$ cat config.mk
export PLATFORM = sky130hd
export DESIGN_NAME = fifo_wr_serializer
export DESIGN_NICKNAME = d
export VERILOG_FILES = /design/src/rtl/fifo_pkg.sv /design/src/rtl/fifo_wr_serializer_sat_counter.sv /design/src/rtl/fifo_wr_serializer.sv
export SDC_FILE = /design/constraint.sdc
export NUM_CORES = 1
export LEC_CHECK = 0
export ABC_AREA = 1
export CORE_AREA = 2 2 89 91
export CTS_CLUSTER_DIAMETER = 80
export CTS_CLUSTER_SIZE = 30
export DETAILED_ROUTE_END_ITERATION = 10
export DIE_AREA = 0 0 91 93
export PLACE_DENSITY = 0.75
export SYNTH_ARGS = -nofsm -noshare
export SYNTH_HDL_FRONTEND = slang
export SYNTH_SLANG_ARGS = --single-unit
$ cat constraint.sdc
create_clock -name wclk -period 1.7 [get_ports wclk]
set_input_delay 0.255 -clock wclk [delete_from_list [all_inputs] [get_ports wclk]]
set_output_delay 0.255 -clock wclk [all_outputs]
set_load 0.01 [all_outputs]
$ cat src/rtl/fifo_pkg.sv
// Shared types and sizing helpers for the write-side FIFO serializer.
package fifo_pkg;

    typedef enum logic {
        IDLE = 1'b0,
        SEND = 1'b1
    } wser_state_t;

    // Beat counter width; RATIO is at least 2 so this is always >= 1.
    function automatic int beat_width(input int ratio);
        return (ratio > 2) ? $clog2(ratio) : 1;
    endfunction

endpackage

$ cat src/rtl/fifo_wr_serializer_sat_counter.sv
// Free-running event counter that sticks at its all-ones value instead of wrapping.
module sat_counter #(
    parameter int CW = 16
) (
    input  logic          clk,
    input  logic          rst_n,
    input  logic          inc,
    output logic [CW-1:0] q
);

    logic [CW-1:0] cnt_q, cnt_d;

    always_comb begin
        cnt_d = cnt_q;
        if (inc && (cnt_q != '1)) begin
            cnt_d = cnt_q + CW'(1);
        end
    end

    always_ff @(posedge clk or negedge rst_n) begin
        if (!rst_n) begin
            cnt_q <= '0;
        end else begin
            cnt_q <= cnt_d;
        end
    end

    assign q = cnt_q;

endmodule

$ cat src/rtl/fifo_wr_serializer.sv
// Splits wide upstream words into RATIO FIFO beats (LSB beat first) and keeps
// saturating statistics on pushes, full-stalls and completed frames.
module fifo_wr_serializer
    import fifo_pkg::*;
#(
    parameter int DW    = 2,
    parameter int RATIO = 4,
    parameter int CW    = 16
) (
    input  logic               wclk,
    input  logic               wrst,
    input  logic               s_valid,
    output logic               s_ready,
    input  logic [DW*RATIO-1:0] s_data,
    input  logic               s_last,
    input  logic               flush,
    output logic               fifo_wr,
    output logic [DW-1:0]      fifo_wdata,
    input  logic               fifo_wfull,
    output logic               busy,
    output logic [CW-1:0]      beats_pushed,
    output logic [CW-1:0]      stall_cycles,
    output logic [CW-1:0]      frames_sent
);

    localparam int BEAT_W = beat_width(RATIO);
    localparam int WW     = DW * RATIO;
    localparam logic [BEAT_W-1:0] LAST_BEAT = BEAT_W'(RATIO - 1);

    wser_state_t       state_q, state_d;
    logic [BEAT_W-1:0] beat_q, beat_d;
    logic [WW-1:0]     shreg_q, shreg_d;
    logic              last_q, last_d;

    logic push, accept, at_last;

    // Handshakes: a word transfers when s_valid && s_ready in the same cycle;
    // a beat transfers when fifo_wr && !fifo_wfull. Neither side waits on the other's valid.
    assign fifo_wr    = (state_q == SEND);
    assign busy       = (state_q == SEND);
    assign fifo_wdata = shreg_q[DW-1:0];
    assign push       = fifo_wr && !fifo_wfull;
    assign at_last    = (beat_q == LAST_BEAT);
    // Ready on the last pushed beat lets the next word follow without a bubble.
    assign s_ready    = !flush && ((state_q == IDLE) || (push && at_last));
    assign accept     = s_valid && s_ready;

    always_comb begin
        state_d = state_q;
        beat_d  = beat_q;
        shreg_d = shreg_q;
        last_d  = last_q;
        if (flush) begin
            state_d = IDLE;
            beat_d  = '0;
        end else begin
            case (state_q)
                IDLE: begin
                    if (accept) begin
                        state_d = SEND;
                        beat_d  = '0;
                        shreg_d = s_data;
                        last_d  = s_last;
                    end
                end
                SEND: begin
                    if (push) begin
                        if (!at_last) begin
                            shreg_d = shreg_q >> DW;
                            beat_d  = beat_q + BEAT_W'(1);
                        end else if (accept) begin
                            beat_d  = '0;
                            shreg_d = s_data;
                            last_d  = s_last;
                        end else begin
                            state_d = IDLE;
                            beat_d  = '0;
                        end
                    end
                end
                default: state_d = IDLE;
            endcase
        end
    end

    always_ff @(posedge wclk or negedge wrst) begin
        if (!wrst) begin
            state_q <= IDLE;
            beat_q  <= '0;
            shreg_q <= '0;
            last_q  <= 1'b0;
        end else begin
            state_q <= state_d;
            beat_q  <= beat_d;
            shreg_q <= shreg_d;
            last_q  <= last_d;
        end
    end

    sat_counter #(.CW(CW)) u_beats (
        .clk   (wclk),
        .rst_n (wrst),
        .inc   (push),
        .q     (beats_pushed)
    );

    sat_counter #(.CW(CW)) u_stalls (
        .clk   (wclk),
        .rst_n (wrst),
        .inc   (fifo_wr && fifo_wfull),
        .q     (stall_cycles)
    );

    // A flushed cycle may still push its beat, but it never completes a frame.
    sat_counter #(.CW(CW)) u_frames (
        .clk   (wclk),
        .rst_n (wrst),
        .inc   (push && at_last && last_q && !flush),
        .q     (frames_sent)
    );

endmodule

### Word level (Yosys, flattened, before mapping)

Cells that the tools add are included.

| cells by class | value |
|---|---|
| add/sub/neg operators | 4 |
| multiply operators | 0 |
| div/mod/pow operators | 0 |
| magnitude comparators | 0 |
| eq/ne operators | 8 |
| shifts and indexed selects | 0 |
| multiplexer cells | 18 |
| bitwise operators | 2 |
| reductions and logical operators | 16 |

Operator list:

| cell | number |
|---|---|
| $add 16x1->16 const B | 3 |
| $ne 16x16->1 const B | 3 |
| $mux 8 | 3 |
| $pmux 8 s2 | 1 |
| $logic_and 1x1->1 | 10 |
| $mux 2 | 4 |
| $mux 1 | 7 |
| $ne 2x1->1 const B | 2 |
| $pmux 1 s2 | 2 |
| $pmux 2 s2 | 1 |
| $reduce_and 2->1 | 2 |
| $ne 3x2->1 const B | 1 |
| $ne 3x3->1 const B | 1 |
| $reduce_and 3->1 | 1 |
| $add 2x1->2 const B | 1 |
| $eq 2x2->1 const B | 1 |
| $logic_not 1->1 | 2 |
| $not 1->1 | 2 |
| $logic_or 1x1->1 | 1 |

| word-level totals | value |
|---|---|
| register bits after elaboration | 60 |
| latch bits | 0 |
| bits in writable memories | 0 |
| ROM bits | 0 |
| memories kept | 0 |

### Logic depth before layout (Yosys ltp)

Gate-level depths: netlist of run 1.

| logic depth | value |
|---|---|
| word-level depth | 11 |
| depth in mapped cells | 11 |
| depth with buffers taken out | 10 |

### Modules after synthesis

From an unflattened synthesis of run 1, not the netlist that was laid out.

| second synthesis, totals | value |
|---|---|
| cell total of the unflattened synthesis | 541 |
| area total of the unflattened synthesis | 3887.5 um2 |

By module, submodules not included:

| module | times used | cells each | area an instance (um2) |
|---|---|---|---|
| sat_counter | 3 | 149 | 1058.5 |
| fifo_wr_serializer | 1 | 94 | 711.9 |

### Least setup slack after synthesis of run 1

OpenSTA, ideal clock, no wires.

| timing | value |
|---|---|
| kind | flip-flop to flip-flop |
| start point | register u_beats.cnt_q[0] (netlist: u_beats.q[0]) |
| end point | register u_beats.cnt_q[3] (netlist: u_beats.q[3]) |
| library setup time | 117 ps |
| arrival | 1509 ps |
| data required time | 1583 ps |
| slack | 75 ps |
| cell stages (with the launch flop) | 12 |
| path buffers | 1 |
| period minus slack after synthesis | 1625 ps |
| cell sequence | dfrtp_1 -> ha_1 -> nand3_1 -> inv_1 -> nand2_1 -> inv_1 -> nand2_1 -> nand2_4 -> inv_2 -> buf_6 -> nand2_1 -> nand2_1 |

| between the ends | value |
|---|---|
| cells in the longest elaborated chain, start to end | 2 |

RTL lines:

| what | line | RTL |
|---|---|---|
| start: declaration | fifo_wr_serializer_sat_counter.sv:11 | `logic [CW-1:0] cnt_q, cnt_d;` |
| start signal: assignment | fifo_wr_serializer_sat_counter.sv:24 | `cnt_q <= cnt_d;` |
| branches (longest 2 deep; another with $add 16x1->16) | - |  |

Parallel ways; which one is timed is not known.
A chain may end at the register's enable or synchronous reset.

### Worst setup path in the final report of run 1

| timing | value |
|---|---|
| start point | register u_beats.cnt_q[13] (netlist: u_beats.q[13]) |
| end point | output beats_pushed[13] |

RTL lines:

| what | line | RTL |
|---|---|---|
| end: declaration | fifo_wr_serializer.sv:21 | `output logic [CW-1:0] beats_pushed,` |

No word-level cell between the ends.

==> impl_metrics.json, run 1 <==
{
  "yosys.area_share.adder": 0.0138,
  "slew_headroom": 0.755,
  "grt_pass1_wl_um": 15500,
  "cp_cell_sequence": "clkdlybuf4s50_1",
  "path_buf_inv": 1,
  "final_cells": 731,
  "wl_met2_um": 4350,
  "power.total_w": 0.00390,
  "fin_skew_ns": 0.00678,
  "gp_congestion": 0.847,
  "syn_inst": 519,
  "synth_edf_count": 0,
  "tightest_slew_ns": 0.364,
  "synth_common_cells": "nand2_1, dfrtp_1, nor2_1",
  "hp-class": "in -> async",
  "synthTopCellsByArea": "dfrtp_1, nand2_1, nor2_1, inv_1, nand3_1",
  "synth_top_family_by_area": "simple AND/OR/NAND/NOR gates",
  "dr.pass1.iters": 4,
  "io_pins": 67,
  "maxSlewViolCount": 0,
  "detail-route-antenna-nets": 0,
  "synth-compound-area-share": 0.0644,
  "via_per_inst": 4.91,
  "p_per_area_nw_per_um2": 797,
  "grt_max_degree": 61,
  "hpwl_um": 6530,
  "nNetsFinal": 642,
  "synth_most_common_cell": "nand2_1",
  "post-route-period-util": 0.978,
  "antenna_cells": 0,
  "drive_gt1_frac": 0.122,
  "syn2layout_area_growth_pct": 34.6,
  "dr_total_vias": 3591,
  "die_h_um": 93,
  "numCtsBuffers": 9,
  "cts_buffer_depth": 2,
  "cap_viol_max_count": 0,
  "wl_um": 8920,
  "cp_slowest_cell": "clkdlybuf4s50_1",
  "synth_mux_area_frac": 0,
  "start_util": 0.483,
  "wl_met3_um": 347,
  "clock_latency_ns": 0.34,
  "grt_usage": 0.225,
  "regToRegSetupSlack_ns": 0.16,
  "layout_min_cycle_time_ns": 1.66,
  "htreeDepth": 3,
  "slowest_delay_ns": 0.58,
  "cts_tree": "yes",
  "dpl.cell_count": 710,
  "routed.top_layer": "met4",
  "yosys.area_share.simple": 0.378,
  "r2r.worst_path.cells": 9,
  "ys_types": 25,
  "cts-root-buf": "clkbuf_8",
  "yosys.area.top_type_share": 0.413,
  "die_area_um2": 8460,
  "hold_violations": 0,
  "grt-ovfl-total": 0,
  "io_buffers": 66,
  "cp.depth": 1,
  "drt_iter0_markers": 187,
  "cts.sinks": 60,
  "ir_drop_mv": 0.677,
  "core_area_um2": 7530,
  "yosys_warnings": 0,
  "rows": 32,
  "ys_ff_latch": 60,
  "grt_pass1_vias": 3492,
  "timing.rr.end": "u_beats.q[2]$_DFFE_PN0P_",
  "cts.clk_slew.worst_paths_ns": 0.07,
  "leakage_nw": 2.34,
  "synth_sequential_area_ratio": 0.413,
  "worstPathRequired_ns": 1.44,
  "synthFlopType": "dfrtp_1",
  "die_w_um": 91,
  "setup_viol": 0,
  "worstPathArrival_ns": 1.41,
  "synth_top_area_cell": "dfrtp_1",
  "criticalPathCategory": "reg -> out",
  "path_max_fanout": 7,
  "cp-end-kind": "output port",
  "synthXorXnorAreaFrac": 0.0530,
  "antenna_found_initial": 0,
  "timing.rr.start": "u_beats.q[4]$_DFFE_PN0P_",
  "fin_tns_setup_ns": 0,
  "grt_setup_unrepaired": "false",
  "fmax_ghz": 0.601,
  "wl_per_cell_um": 12.2,
  "final_util": 0.650,
  "syn_area_um2": 3630,
  "async_flop_share": 1.00,
  "outcome": "finished clean",
  "cp_top_family": "buffers and inverters",
  "cp-start-kind": "flip-flop",
  "synth_nets": 537,
  "met1Wirelength_um": 4050,
  "drc_errors": 0,
  "avgSynthCellArea_um2": 7.00
}
[logic make-up after synthesis]
family          count (synthesis)
simple gates                  332
buf+inv                        62
flops                          60
compound gates                 39
xor+xnor                       22
fa+ha+maj                       4
[metal layers]
layer | global-route usage | vias to the layer above
met5 | 0 | -
met4 | 0.0896 | 0
met3 | 0.0355 | 15
met2 | 0.391 | 72
met1 | 0.282 | 1672
li1 | - | 1832
[worst reg2reg max path, stage by stage (launching register included)]
cell     delay, ns
dfrtp_1       0.46
nand2_1       0.13
nor2_1        0.20
nand2_1       0.11
inv_1         0.06
nand2_1       0.09
nand2_4       0.13
buf_6         0.16
nand2_1       0.05
o21ai_0       0.08
[layout make-up]
class	count	area, µm²
fillers	681	2630
multi-input cells	397	1870
flip-flops and latches	60	1510
repair buffers	105	1010
inverters	51	194
well taps	102	128
clock buffers	9	124
clock inverters	7	67.6
[cells in the final DEF, fill, tap and decap left out]
master and count:
dfrtp_2 5, nand2_2 3, nor2_2 2, buf_2 1, a31oi_1 1, nor2_1 58
buf_12 4, inv_1 49, dfrtp_1 55, nand3_1 30, ha_2 1, dlygate4sd3_1 1
buf_6 1, inv_4 1, clkinvlp_4 3, nand3_2 1, o21ai_0 22, o21bai_1 4
nand4_1 16, clkdlybuf4s50_1 63, clkbuf_8 9, nand2_4 2, bufinv_16 1, xor2_1 9
nand2_1 216, dlymetal6s2s_1 1, clkinv_2 3, xnor2_1 13, nor2_4 4, o21ai_4 1
a22oi_1 2, dlygate4sd2_1 1, o21ai_1 1, ha_1 3, a21oi_1 7, a21oi_4 1
buf_4 33, inv_2 1
[sequential cells by signal, indices dropped and copies added, names as in the netlist]
register,cells
beat_q,2
u_frames.q,16
busy,1
last_q,1
u_stalls.q,16
shreg_q,8
u_beats.q,16
[metrics by stage]
step	hold WS [ns]	instance area, µm²	setup slack, ns
4_1_cts	0.459	4830	0.0223
3_3_place_gp	0.290	4620	-0.0488
5_1_grt	0.482	4890	0.00101
6_report	0.445	4890	0.0371
3_5_place_dp	0.295	4620	-0.0768
2_1_floorplan	-0.0406	3630	0.0745
[power breakdown]
group	internal [W]	switching, W	total, W	leakage, nW
clock	0.000667	0.000590	0.00126	0.0910
combinational	0.000480	0.000438	0.000917	1.49
sequential	0.00157	0.000153	0.00172	0.757
[what timing repair did]
item,CTS,global route
resized for setup,5,11
endpoints found under the hold margin,60,0
pin swaps,0,1
hold buffers,1,0
cloned,0,0
buffers inserted,1,3
setup endpoints to repair,4,29
[worst max-delay path by stage]
| stage | from | to | slack, ns |
|---|---|---|---|
| 2_1_floorplan | u_beats.q[0]$_DFFE_PN0P_ | u_beats.q[3]$_DFFE_PN0P_ | 0.07 |
| 3_3_place_gp | fifo_wfull | s_ready | -0.05 |
| 5_1_grt | u_beats.q[12]$_DFFE_PN0P_ | beats_pushed[12] | 0.001 |
| 4_1_cts | u_beats.q[13]$_DFFE_PN0P_ | beats_pushed[13] | 0.02 |
| 3_5_place_dp | fifo_wfull | s_ready | -0.08 |
| 6_report | u_beats.q[13]$_DFFE_PN0P_ | beats_pushed[13] | 0.04 |
(Power assumes the default switching activity.)
==> inputs of run 2 (changes only) <==
--- a/config.mk
+++ b/config.mk
@@ -12,6 +12,7 @@
 export DETAILED_ROUTE_END_ITERATION = 10
 export DIE_AREA = 0 0 91 93
 export PLACE_DENSITY = 0.75
+export SKIP_LAST_GASP = 1
 export SYNTH_ARGS = -nofsm -noshare
 export SYNTH_HDL_FRONTEND = slang
 export SYNTH_SLANG_ARGS = --single-unit
==> impl_metrics.json, run 2 (synthesis gave the netlist of run 1 again) <==
{
  "numCtsBuffers": 9,
  "outcome": "finished clean",
  "start_util": 0.483,
  "grt_pass1_wl_um": 15500,
  "rows": 32,
  "clockPowerShare": 0.322,
  "cp_cell_sequence": "clkdlybuf4s50_1",
  "cts_tree": "yes",
  "worstPathRequired_ns": 1.44,
  "antenna_cells": 0,
  "criticalPathCategory": "reg -> out",
  "detail-route-antenna-nets": 0,
  "path_max_fanout": 7,
  "cap_viol_max_count": 0,
  "hold_violations": 0,
  "slew_headroom": 0.752,
  "nNetsFinal": 642,
  "cp_slowest_cell": "clkdlybuf4s50_1",
  "grt_setup_unrepaired": "false",
  "cts-root-buf": "clkbuf_8",
  "syn2layout_area_growth_pct": 34.6,
  "intPower_w": 0.00272,
  "io_pins": 67,
  "drive_gt1_frac": 0.122,
  "cp-end-kind": "output port",
  "sequentialPowerShare": 0.442,
  "path_buf_inv": 1,
  "leakage_nw": 2.34,
  "layout_min_cycle_time_ns": 1.66,
  "dpl.cell_count": 710,
  "power.total_w": 0.00390,
  "setup_viol": 0,
  "gp_congestion": 0.847,
  "slowest_delay_ns": 0.58,
  "drt_iter0_markers": 177,
  "antenna_found_initial": 0,
  "grt_usage": 0.225,
  "tightest_slew_ns": 0.368,
  "hp-class": "in -> async",
  "final_common_cell": "nand2_1",
  "grt-ovfl-total": 0,
  "swShare": 0.302,
  "cts.sinks": 60,
  "post-route-period-util": 0.979,
  "worstPathArrival_ns": 1.41,
  "p_sw_w": 0.00118,
  "drc_errors": 0,
  "combPwrFrac": 0.236,
  "grt_max_degree": 61,
  "wl_um": 8950,
  "dr_total_vias": 3615,
  "fmax_ghz": 0.601,
  "htreeDepth": 3,
  "fin_skew_ns": 0.00666,
  "die_w_um": 91,
  "wl_per_cell_um": 12.2,
  "clock_latency_ns": 0.34,
  "hpwl_um": 6530,
  "ir_drop_mv": 0.676,
  "die_h_um": 93,
  "core_area_um2": 7530,
  "maxSlewViolCount": 0,
  "cts.clk_slew.worst_paths_ns": 0.07,
  "cp_top_family": "buffers and inverters",
  "grt_pass1_vias": 3487,
  "cp-start-kind": "flip-flop",
  "final_cells": 731,
  "io_buffers": 66,
  "dr.pass1.iters": 4,
  "die_area_um2": 8460,
  "p_per_area_nw_per_um2": 796,
  "cts_buffer_depth": 2,
  "layout_common_cells": "nand2_1, clkdlybuf4s50_1, nor2_1",
  "via_per_inst": 4.95
}
[run 2: cell counts in the layout (fill, tap and decap cells not counted)]
Identical to the previous run, type by type.
[run 2: what timing repair did]
item,CTS,global route
pin swaps,0,2
endpoints found under the setup margin,4,29
setup buffers,1,3
hold buffers,1,0
resized for setup,4,12
endpoints found under the hold margin,60,0
[run 2: layout make-up]
cell class | count | area, µm²
fill | 682 | 2630
multi-input combinational | 397 | 1870
sequential | 60 | 1510
timing repair buffer | 105 | 1010
inverter | 51 | 194
tap | 102 | 128
clock buffer | 9 | 124
clock inverter | 7 | 67.6
[run 2: power groups by stage]
stage	Sequential, W	Combinational (W)	Clock (W)
2_1_floorplan	0.00177	0.000377	0
3_3_place_gp	0.00175	0.000824	0
3_5_place_dp	0.00176	0.000848	0
4_1_cts	0.00172	0.000883	0.00129
5_1_grt	0.00175	0.00102	0.00135
6_report	0.00172	0.000918	0.00126
[run 2: worst paths after layout]
check	startpoint	endpoint	slack [ns]	cells after the start
worst max-delay path	u_beats.q[13]$_DFFE_PN0P_	beats_pushed[13]	0.04	1
worst min-delay path	wrst	u_beats.q[7]$_DFFE_PN0P_	0.44	3
worst max register to register	u_beats.q[0]$_DFFE_PN0P_	u_beats.q[2]$_DFFE_PN0P_	0.16	10
worst min register to register	last_q$_DFFE_PN0P_	last_q$_DFFE_PN0P_	0.50	2
max in group asynchronous	wrst	u_frames.q[3]$_DFFE_PN0P_	0.97	3
min in group wclk	s_last	last_q$_DFFE_PN0P_	0.48	3
[run 2: per-stage QoR]
| stage | setup TNS [ns] | util | worst slack (ns) | hold WS (ns) | area [µm²] |
|---|---|---|---|---|---|
| 5_1_grt | 0 | 0.650 | 0.00115 | 0.482 | 4890 |
| 4_1_cts | -0.0120 | 0.642 | -0.0120 | 0.459 | 4830 |
| 3_5_place_dp | -0.131 | 0.614 | -0.0768 | 0.295 | 4620 |
| 2_1_floorplan | 0 | - | 0.0745 | -0.0406 | 3630 |
| 6_report | 0 | 0.650 | 0.0364 | 0.445 | 4890 |
| 3_3_place_gp | -0.0488 | 0.614 | -0.0488 | 0.290 | 4620 |
[run 2: metal layers]
layer | vias to the layer above | track usage | part of all wire
li1 | 1833 | - | -
met1 | 1689 | 0.283 | 0.45
met2 | 78 | 0.389 | 0.49
met3 | 15 | 0.0355 | 0.039
met4 | 0 | 0.0896 | 0.018
met5 | - | 0 | 0
==> inputs of run 3 (changes only) <==
--- a/config.mk
+++ b/config.mk
@@ -11,6 +11,7 @@
 export CTS_CLUSTER_SIZE = 30
 export DETAILED_ROUTE_END_ITERATION = 10
 export DIE_AREA = 0 0 91 93
+export MAX_ROUTING_LAYER = met4
 export PLACE_DENSITY = 0.75
 export SKIP_LAST_GASP = 1
 export SYNTH_ARGS = -nofsm -noshare
==> constraint.sdc (replaced) <==
create_clock -name wclk -period 2.1 [get_ports wclk]
set_input_delay 0.315 -clock wclk [delete_from_list [all_inputs] [get_ports wclk]]
set_output_delay 0.315 -clock wclk [all_outputs]
set_load 0.01 [all_outputs]
==> impl_metrics.json, run 3 (synthesis gave the netlist of run 1 again) <==
{
  "outcome": "finished clean",
  "fmax_ghz": 0.505,
  "path_max_fanout": 4,
  "hold_violations": 0,
  "nNetsFinal": 610,
  "cp-end-kind": "output port",
  "cts_buffer_depth": 2,
  "cts.sinks": 60,
  "wl_um": 8400,
  "cts_hold_buffers": 1,
  "dr.pass1.iters": 4,
  "post-route-period-util": 0.943,
  "worstPathArrival_ns": 1.67,
  "clock_latency_ns": 0.34,
  "grt_max_degree": 61,
  "tightest_slew_ns": 0.746,
  "cp-start-kind": "input port",
  "setup_viol": 0,
  "rows": 32,
  "grt_pass1_wl_um": 14500,
  "layout_common_cells": "nand2_1, clkdlybuf4s50_1, nor2_1, dfrtp_1, inv_1",
  "ir_drop_mv": 0.413,
  "power.total_w": 0.00294,
  "core_area_um2": 7530,
  "antenna_found_initial": 0,
  "cts-root-buf": "clkbuf_8",
  "grt-ovfl-total": 0,
  "via_per_inst": 5.02,
  "die_w_um": 91,
  "fin_tns_setup_ns": 0,
  "drive_gt1_frac": 0.0555,
  "wl_per_cell_um": 12.1,
  "numCtsBuffers": 9,
  "leakage_nw": 2.16,
  "start_util": 0.483,
  "grt_pass1_vias": 3179,
  "slew_headroom": 0.501,
  "grt_setup_unrepaired": "false",
  "syn2layout_area_growth_pct": 25.7,
  "cap_viol_max_count": 0,
  "die_area_um2": 8460,
  "maxSlewViolCount": 0,
  "hp-class": "in -> async",
  "cts.clk_slew.worst_paths_ns": 0.07,
  "io_pins": 67,
  "die_h_um": 93,
  "detail-route-antenna-nets": 0,
  "drt_iter0_markers": 163,
  "criticalPathCategory": "in -> out",
  "p_per_area_nw_per_um2": 644,
  "hpwl_um": 6130,
  "cts_resized": 0,
  "layout_min_cycle_time_ns": 1.98,
  "final_common_cell": "nand2_1",
  "grt_usage": 0.215,
  "cts_tree": "yes",
  "dr_total_vias": 3501,
  "io_buffers": 66,
  "htreeDepth": 3,
  "worstPathRequired_ns": 1.78,
  "post-cts-setup-buffer-count": 0,
  "drc_errors": 0,
  "fin_skew_ns": 0.0155,
  "gp_congestion": 0.861,
  "antenna_cells": 0
}
run 3: worst paths after layout:
check                                          start                         end  slack (ns)  cells after the start
max                                            flush                     s_ready        0.12                      5
min                                             wrst    u_beats.q[7]$_DFFE_PN0P_        0.49                      3
max reg2reg                u_stalls.q[0]$_DFFE_PN0P_   u_stalls.q[9]$_DFFE_PN0P_        0.22                      8
min reg2reg                       last_q$_DFFE_PN0P_          last_q$_DFFE_PN0P_        0.49                      2
max in group asynchronous                       wrst  u_frames.q[12]$_DFFE_PN0P_        1.30                      3
min in group wclk                 last_q$_DFFE_PN0P_          last_q$_DFFE_PN0P_        0.49                      2
run 3: report_power, final:
part	total (W)	switching [W]	internal (W)	leakage [nW]
logic	0.000597	0.000289	0.000308	1.30
clock network	0.000924	0.000417	0.000507	0.0941
registers	0.00142	0.000153	0.00127	0.765
total	0.00294	0.000859	0.00208	2.16
run 3: per-stage QoR:
stage,instances,setup slack (ns),instance area [µm²],utilization,hold WS (ns)
floorplan,519,0.475,3630,-,0.0194
global placement,682,0.157,4380,0.582,0.348
detailed placement,682,0.134,4380,0.582,0.351
CTS,697,0.115,4570,0.607,0.493
global route,697,0.0218,4570,0.607,0.507
finish,697,0.120,4570,0.607,0.490
run 3: layout make-up:
cell class / instances / area [µm²]
clock buffer: 12 / 165
timing repair buffer: 73 / 723
inverter: 51 / 191
multi-input combinational: 397 / 1850
clock inverter: 2 / 10.0
sequential: 60 / 1500
tap: 102 / 128
fill: 709 / 2960
run 3: worst max-delay path: stages:
cell	delay, ns
clkdlybuf4s50_1	0.45
inv_1	0.13
nand2_1	0.08
nor2_1	0.13
clkdlybuf4s50_1	0.55
run 3: layer usage:
| metal | global-route usage | up-vias | wire (µm) |
|---|---|---|---|
| met4 | 0.0745 | 0 | 112 |
| met1 | 0.286 | 1630 | 4020 |
| met5 | - | - | 0 |
| met2 | 0.338 | 89 | 3910 |
| li1 | - | 1772 | - |
| met3 | 0.0363 | 10 | 363 |
